[src/rtl/data_source_pkg.sv]
// Shared definitions for the data_source_16 word source: state encoding,
// data width and LFSR constants.
package data_source_pkg;

  localparam int unsigned DATA_W = 16;

  typedef enum logic [1:0] {
    StIdle = 2'd0,
    StSend = 2'd1,
    StFin  = 2'd2
  } state_e;

  // Feedback taps at bits 15, 13, 12, 10.
  localparam logic [DATA_W-1:0] LfsrTaps    = 16'hB400;
  // All-zero is the LFSR lock-up state, so a zero seed is replaced by this.
  localparam logic [DATA_W-1:0] LfsrSubSeed = 16'h0001;

  // Left-shifting Fibonacci LFSR step; new bit 0 is the XOR of the tapped bits.
  function automatic logic [DATA_W-1:0] lfsr_next(input logic [DATA_W-1:0] d);
    return {d[DATA_W-2:0], ^(d & LfsrTaps)};
  endfunction

endpackage

[src/rtl/half_adder_inc16.sv]
// 16-bit +1 incrementer built as a ripple chain of half adders.
module half_adder_inc16 (
  input  logic [15:0] a,
  output logic [15:0] sum,
  output logic        carry_out
);

  logic [16:0] carry;

  // Carry-in of 1 at bit 0 turns the half-adder chain into an incrementer.
  assign carry[0] = 1'b1;

  for (genvar i = 0; i < 16; i++) begin : g_ha
    assign sum[i]     = a[i] ^ carry[i];
    assign carry[i+1] = a[i] & carry[i];
  end

  assign carry_out = carry[16];

endmodule

[src/rtl/data_source_16.sv]
// Burst word source with valid/ready handshake. A START pulse in IDLE emits
// COUNT_LEN words beginning at SEED, each following word produced by a +1
// incrementer or, when DATA_SOURCE_LFSR_EN is defined and MODE=1, a 16-bit LFSR.
// All outputs are registered.
module data_source_16
  import data_source_pkg::*;
#(
  parameter int unsigned         COUNT_LEN = 16,
  parameter logic [DATA_W-1:0]   SEED      = 16'h0001
) (
  input  logic              CLK,
  input  logic              RST,
  input  logic              START,
  input  logic              MODE,
  input  logic              OUT_READY,
  output logic [DATA_W-1:0] OUTPUT_DATA,
  output logic              OUT_VALID,
  output logic              BUSY,
  output logic              DONE
);

  localparam int unsigned     CntW    = (COUNT_LEN > 1) ? $clog2(COUNT_LEN) : 1;
  localparam logic [CntW-1:0] LastCnt = CntW'(COUNT_LEN - 1);

  state_e            state_q, state_d;
  logic [DATA_W-1:0] data_q, data_d;
  logic              valid_q, valid_d;
  logic              busy_q, busy_d;
  logic              done_q, done_d;
  logic [CntW-1:0]   cnt_q, cnt_d;

  logic [DATA_W-1:0] inc_word;
  logic              unused_carry;
  logic [DATA_W-1:0] next_word;
  logic [DATA_W-1:0] seed_word;

  half_adder_inc16 u_inc (
    .a         (data_q),
    .sum       (inc_word),
    .carry_out (unused_carry)
  );

`ifdef DATA_SOURCE_LFSR_EN
  localparam logic [DATA_W-1:0] LfsrSeed = (SEED == '0) ? LfsrSubSeed : SEED;

  logic mode_q, mode_d;

  // Pattern select: latched mode picks the next word, live MODE picks the seed.
  always_comb begin
    next_word = mode_q ? lfsr_next(data_q) : inc_word;
    seed_word = MODE ? LfsrSeed : SEED;
  end
`else
  logic unused_mode;
  assign unused_mode = MODE;

  // Without the LFSR build, counter mode is the only pattern.
  always_comb begin
    next_word = inc_word;
    seed_word = SEED;
  end
`endif

  // Next-state logic for the IDLE -> SEND -> FIN burst sequence.
  always_comb begin
    state_d = state_q;
    data_d  = data_q;
    valid_d = valid_q;
    busy_d  = busy_q;
    done_d  = done_q;
    cnt_d   = cnt_q;
`ifdef DATA_SOURCE_LFSR_EN
    mode_d  = mode_q;
`endif
    unique case (state_q)
      StIdle: begin
        if (START) begin
          data_d  = seed_word;
          valid_d = 1'b1;
          busy_d  = 1'b1;
          cnt_d   = '0;
`ifdef DATA_SOURCE_LFSR_EN
          mode_d  = MODE;
`endif
          state_d = StSend;
        end
      end
      StSend: begin
        if (valid_q && OUT_READY) begin
          if (cnt_q == LastCnt) begin
            // Last word accepted; data_q keeps it until the next burst.
            valid_d = 1'b0;
            busy_d  = 1'b0;
            done_d  = 1'b1;
            state_d = StFin;
          end else begin
            cnt_d  = cnt_q + CntW'(1);
            data_d = next_word;
          end
        end
      end
      StFin: begin
        done_d  = 1'b0;
        state_d = StIdle;
      end
      default: begin
        state_d = StIdle;
      end
    endcase
  end

  // State and output registers with asynchronous active-low reset.
  always_ff @(posedge CLK or negedge RST) begin
    if (!RST) begin
      state_q <= StIdle;
      data_q  <= '0;
      valid_q <= 1'b0;
      busy_q  <= 1'b0;
      done_q  <= 1'b0;
      cnt_q   <= '0;
`ifdef DATA_SOURCE_LFSR_EN
      mode_q  <= 1'b0;
`endif
    end else begin
      state_q <= state_d;
      data_q  <= data_d;
      valid_q <= valid_d;
      busy_q  <= busy_d;
      done_q  <= done_d;
      cnt_q   <= cnt_d;
`ifdef DATA_SOURCE_LFSR_EN
      mode_q  <= mode_d;
`endif
    end
  end

  assign OUTPUT_DATA = data_q;
  assign OUT_VALID   = valid_q;
  assign BUSY        = busy_q;
  assign DONE        = done_q;

endmodule

[config.mk]
export PLATFORM = sky130hd
export DESIGN_NAME = data_source_16
export DESIGN_NICKNAME = d
export VERILOG_FILES = /design/src/rtl/data_source_pkg.sv /design/src/rtl/half_adder_inc16.sv /design/src/rtl/data_source_16.sv
export SDC_FILE = /design/constraint.sdc
export NUM_CORES = 1
export LEC_CHECK = 0
export BUFFER_PORTS_ARGS = -buffer_cell sky130_fd_sc_hd__buf_2
export CAP_MARGIN = 40
export CORE_MARGIN = 1.5
export CORE_UTILIZATION = 35
export DETAILED_ROUTE_END_ITERATION = 12
export PLACE_DENSITY_LB_ADDON = 0.1
export SYNTH_ARGS = -nofsm -noshare
export SYNTH_HDL_FRONTEND = slang
export SYNTH_SLANG_ARGS = --single-unit
[constraint.sdc]
create_clock -name CLK -period 5.06 [get_ports CLK]
set_clock_uncertainty 0.1 [all_clocks]
set_input_delay 0.253 -clock CLK [delete_from_list [all_inputs] [get_ports CLK]]
set_output_delay 0.253 -clock CLK [all_outputs]
set_load 0.01 [all_outputs]
==> key figures <==
Clock tree
  • Buffers from clock root to sink, at most: 2
  • Clock transition at path regs: between 0.1 and 0.15 ns
  • H-tree depth: 1
  • CTS root buf: clkbuf_4
  • CTS tree: done
  • Cts bufs inserted: 3
  • Clock sinks: 24
  • Worst-skew pair later-pin latency: about 0.31 ns

Die
  • Initial Util: 36.4%
  • Core area: roughly 3300 um2
  • Top-Level Pins: 24
  • DIE HEIGHT: between 60 and 70 um
  • Die Width: 61.9 um
  • Cell row count: 21
  • Die ar.: ~3800 um2

Global routing
  • Largest net degree at the start of global routing: 25
  • GRT Residual Overflow: 0
  • Tot GR Track Use: between 10 and 15%
  • Vias in the first global route: 735
  • Initial antenna violation count: 0
  • Wire length of the first global-routing pass: between 3000 and 4000 um

Yosys
  • Synth top area share: between 40% and 50%
  • Mapped Cells: 92
  • Cell Area, Synth: 1210 um2
  • Number of distinct library cells after synthesis: 28
  • Syn_nets: around 110
  • Top cells by area, synth: dfrtp_1, ha_1, a22o_1, buf_6, nand3_1
  • Synth warn: 0
  • Fraction of the yosys area taken by sequential cells: 49.4%
  • Synthesized area per cell: around 13 um2
  • Synth Register Bits: 24
  • Cell taking the most area after synthesis: dfrtp_1

Setup path
  • Worst setup path start: OUTPUT_DATA[0]
  • Critical path peak fanout: 3
  • CP required: between 5 and 6 ns
  • Reg2reg start: OUTPUT_DATA[0]
  • Setup CP Type: reg2reg
  • Worst Setup Start Kind: register
  • Worst Path Arrival: between 3 and 4 ns
  • Worst setup EP type: register

Routing
  • Routed WL per cell: around 13 um
  • Via count: 811
  • Post-route ant nets: 0
  • Avg Vias per Cell: 5.07
  • # DRC: 0
  • DRT iter0 DRCs: 37
  • Routed WL: 2150 um
  • 1st-pass router iterations: 4

Outcome
  • Run status: finished clean

Layout
  • Fillers: around 350
  • Diode count: 0
  • Layout Nets: around 140
  • Area grow syn2layout: 13.6%
  • Multi-input gate area: about 580 um2
  • Register area: between 600 and 700 um2
  • Share of layout cells above drive strength 1: between 20% and 30%

STA
  • Fin crit share: about 69%
  • Fmax: approximately 0.29 GHz
  • Hold Vio Cnt, Final: 0
  • Max-slew violations: 0
  • Setup TNS: 0 ns
  • Fin crit period: 3.50 ns
  • Worst-Margin Slew: 0.696 ns
  • RSZ-0062 raised after global routing: false
  • # setup viols final: 0
  • Worst slew margin: a little over half

Pwr
  • Max VDD drop: 169 uV
  • Pwr Density: 252 nW/um2
  • Power consumption: approximately 0.00035 W
  • Leakage power: roughly 0.73 nW

Worst hold path
  • Hold Crit Start: START
  • HP Class: in2reg

Job
  • Maxcap violations: 0

Place
  • Port-buffer cells: 22
  • Final Wtd Congestion: between 0.7 and 0.8
  • HPWL after detailed placement: ~1500 um
[routing by layer]
layer / GRT usage (%) / share of wire [%] / wire, um / up-vias
met1: 18.3 / 51 / 1100 / 396
met3: 2.48 / 2.5 / 53 / 2
met2: 17.3 / 46 / 984 / 9
li1: - / - / - / 404
met4: 5.47 / 0.88 / 19 / 0
met5: 0 / 0 / 0 / -
[where the power goes]
group,total (W),internal [W],switching (W)
Combinational,0.0000474,0.0000257,0.0000216
Clock,0.0000811,0.0000278,0.0000533
Sequential,0.000219,0.000206,0.0000130
Total,0.000348,0.000260,0.0000879
[cell usage after synthesis (all sizes together)]
| master | instances |
|---|---|
| dfrtp | 24 |
| a22o | 17 |
| ha | 15 |
| buf | 4 |
| nand3 | 4 |
| a21oi | 3 |
| o21ai | 3 |
| a2bb2oi | 2 |
| nand2 | 2 |
| nand4b | 2 |
| nor2 | 2 |
| o211ai | 2 |
| a21bo | 1 |
| a21boi | 1 |
| a41o | 1 |
| and2 | 1 |
| and3 | 1 |
| inv | 1 |
| mux2 | 1 |
| mux2i | 1 |
| nand2b | 1 |
| nor3b | 1 |
| o221a | 1 |
| or3b | 1 |
[area by class of cell]
class / instances / area share [%]
Clock buffer: 3 / 1.63
Inverter: 1 / 0.272
Multi-Input combinational cell: 63 / 41.7
Sequential cell: 24 / 43.5
Tap cell: 46 / 4.17
Timing Repair Buffer: 23 / 8.70
[worst paths after layout]
path | end | cells past startpoint | slack [ns]
max | OUTPUT_DATA[14] | 15 | 1.56
min | BUSY | 3 | 0.16
max reg2reg | OUTPUT_DATA[14] | 15 | 1.56
min reg2reg | OUTPUT_DATA[0] | 1 | 0.42
max in group asynchronous | DONE | 2 | 4.13
min in group asynchronous | OUTPUT_DATA[6] | 2 | 0.35
[cells by family after synthesis]
| family | synth area share, % |
|---|---|
| AOI/OAI and AO/OA | 21.3 |
| adders and majority gates | 15.4 |
| muxes | 1.75 |
| buffers and inverters | 3.19 |
| DFF | 49.4 |
| and+or+nand+nor | 8.86 |
[stage by stage]
step / instance area [um2] / util [%] / hold slack, ns / std cells / worst slack, ns
floorplan: 1210 / - / -0.143 / 92 / 1.71
global placement: 1350 / 40.4 / 0.182 / 156 / 1.58
detailed placement: 1350 / 40.4 / 0.177 / 156 / 1.58
CTS: 1380 / 41.4 / 0.135 / 160 / 1.54
global route: 1380 / 41.4 / 0.123 / 160 / 1.37
finish: 1380 / 41.4 / 0.156 / 160 / 1.56
[worst max-delay path, cell delays in order, from the launching register on]
cell     delay [ns]
dfrtp_1        0.43
ha_1           0.21
ha_1           0.18
ha_1           0.18
ha_1           0.18
ha_1           0.18
ha_1           0.18
ha_1           0.19
ha_1           0.19
ha_1           0.19
ha_1           0.18
ha_1           0.18
ha_1           0.18
ha_1           0.18
ha_1           0.27
a22o_1         0.20
[registers in the layout (all words and copies together), names as in the netlist]
name	count
BUSY	1
DONE	1
OUTPUT_DATA	16
cnt_q	4
state_q	2
[cells in the final DEF, fill, tap and decap left out, types with 2 or more instances in the layout]
| master | synthesis | layout |
|---|---|---|
| dfrtp_1 | 24 | 24 |
| buf_2 | 1 | 22 |
| a22o_1 | 16 | 16 |
| ha_1 | 15 | 15 |
| nand3_1 | 4 | 4 |
| o21ai_0 | 3 | 3 |
| a21oi_1 | 3 | 3 |
| clkbuf_4 | 0 | 3 |
| nor2_1 | 2 | 2 |
| o211ai_1 | 2 | 2 |
| nand2_1 | 2 | 2 |
| a2bb2oi_1 | 2 | 2 |
[repair_timing]
action	in CTS	in global routing
hold endpoints to repair	24	0
buffers inserted	0	0
hold buffers	1	0
gates resized for setup	0	0
(Power assumes the default switching activity.)
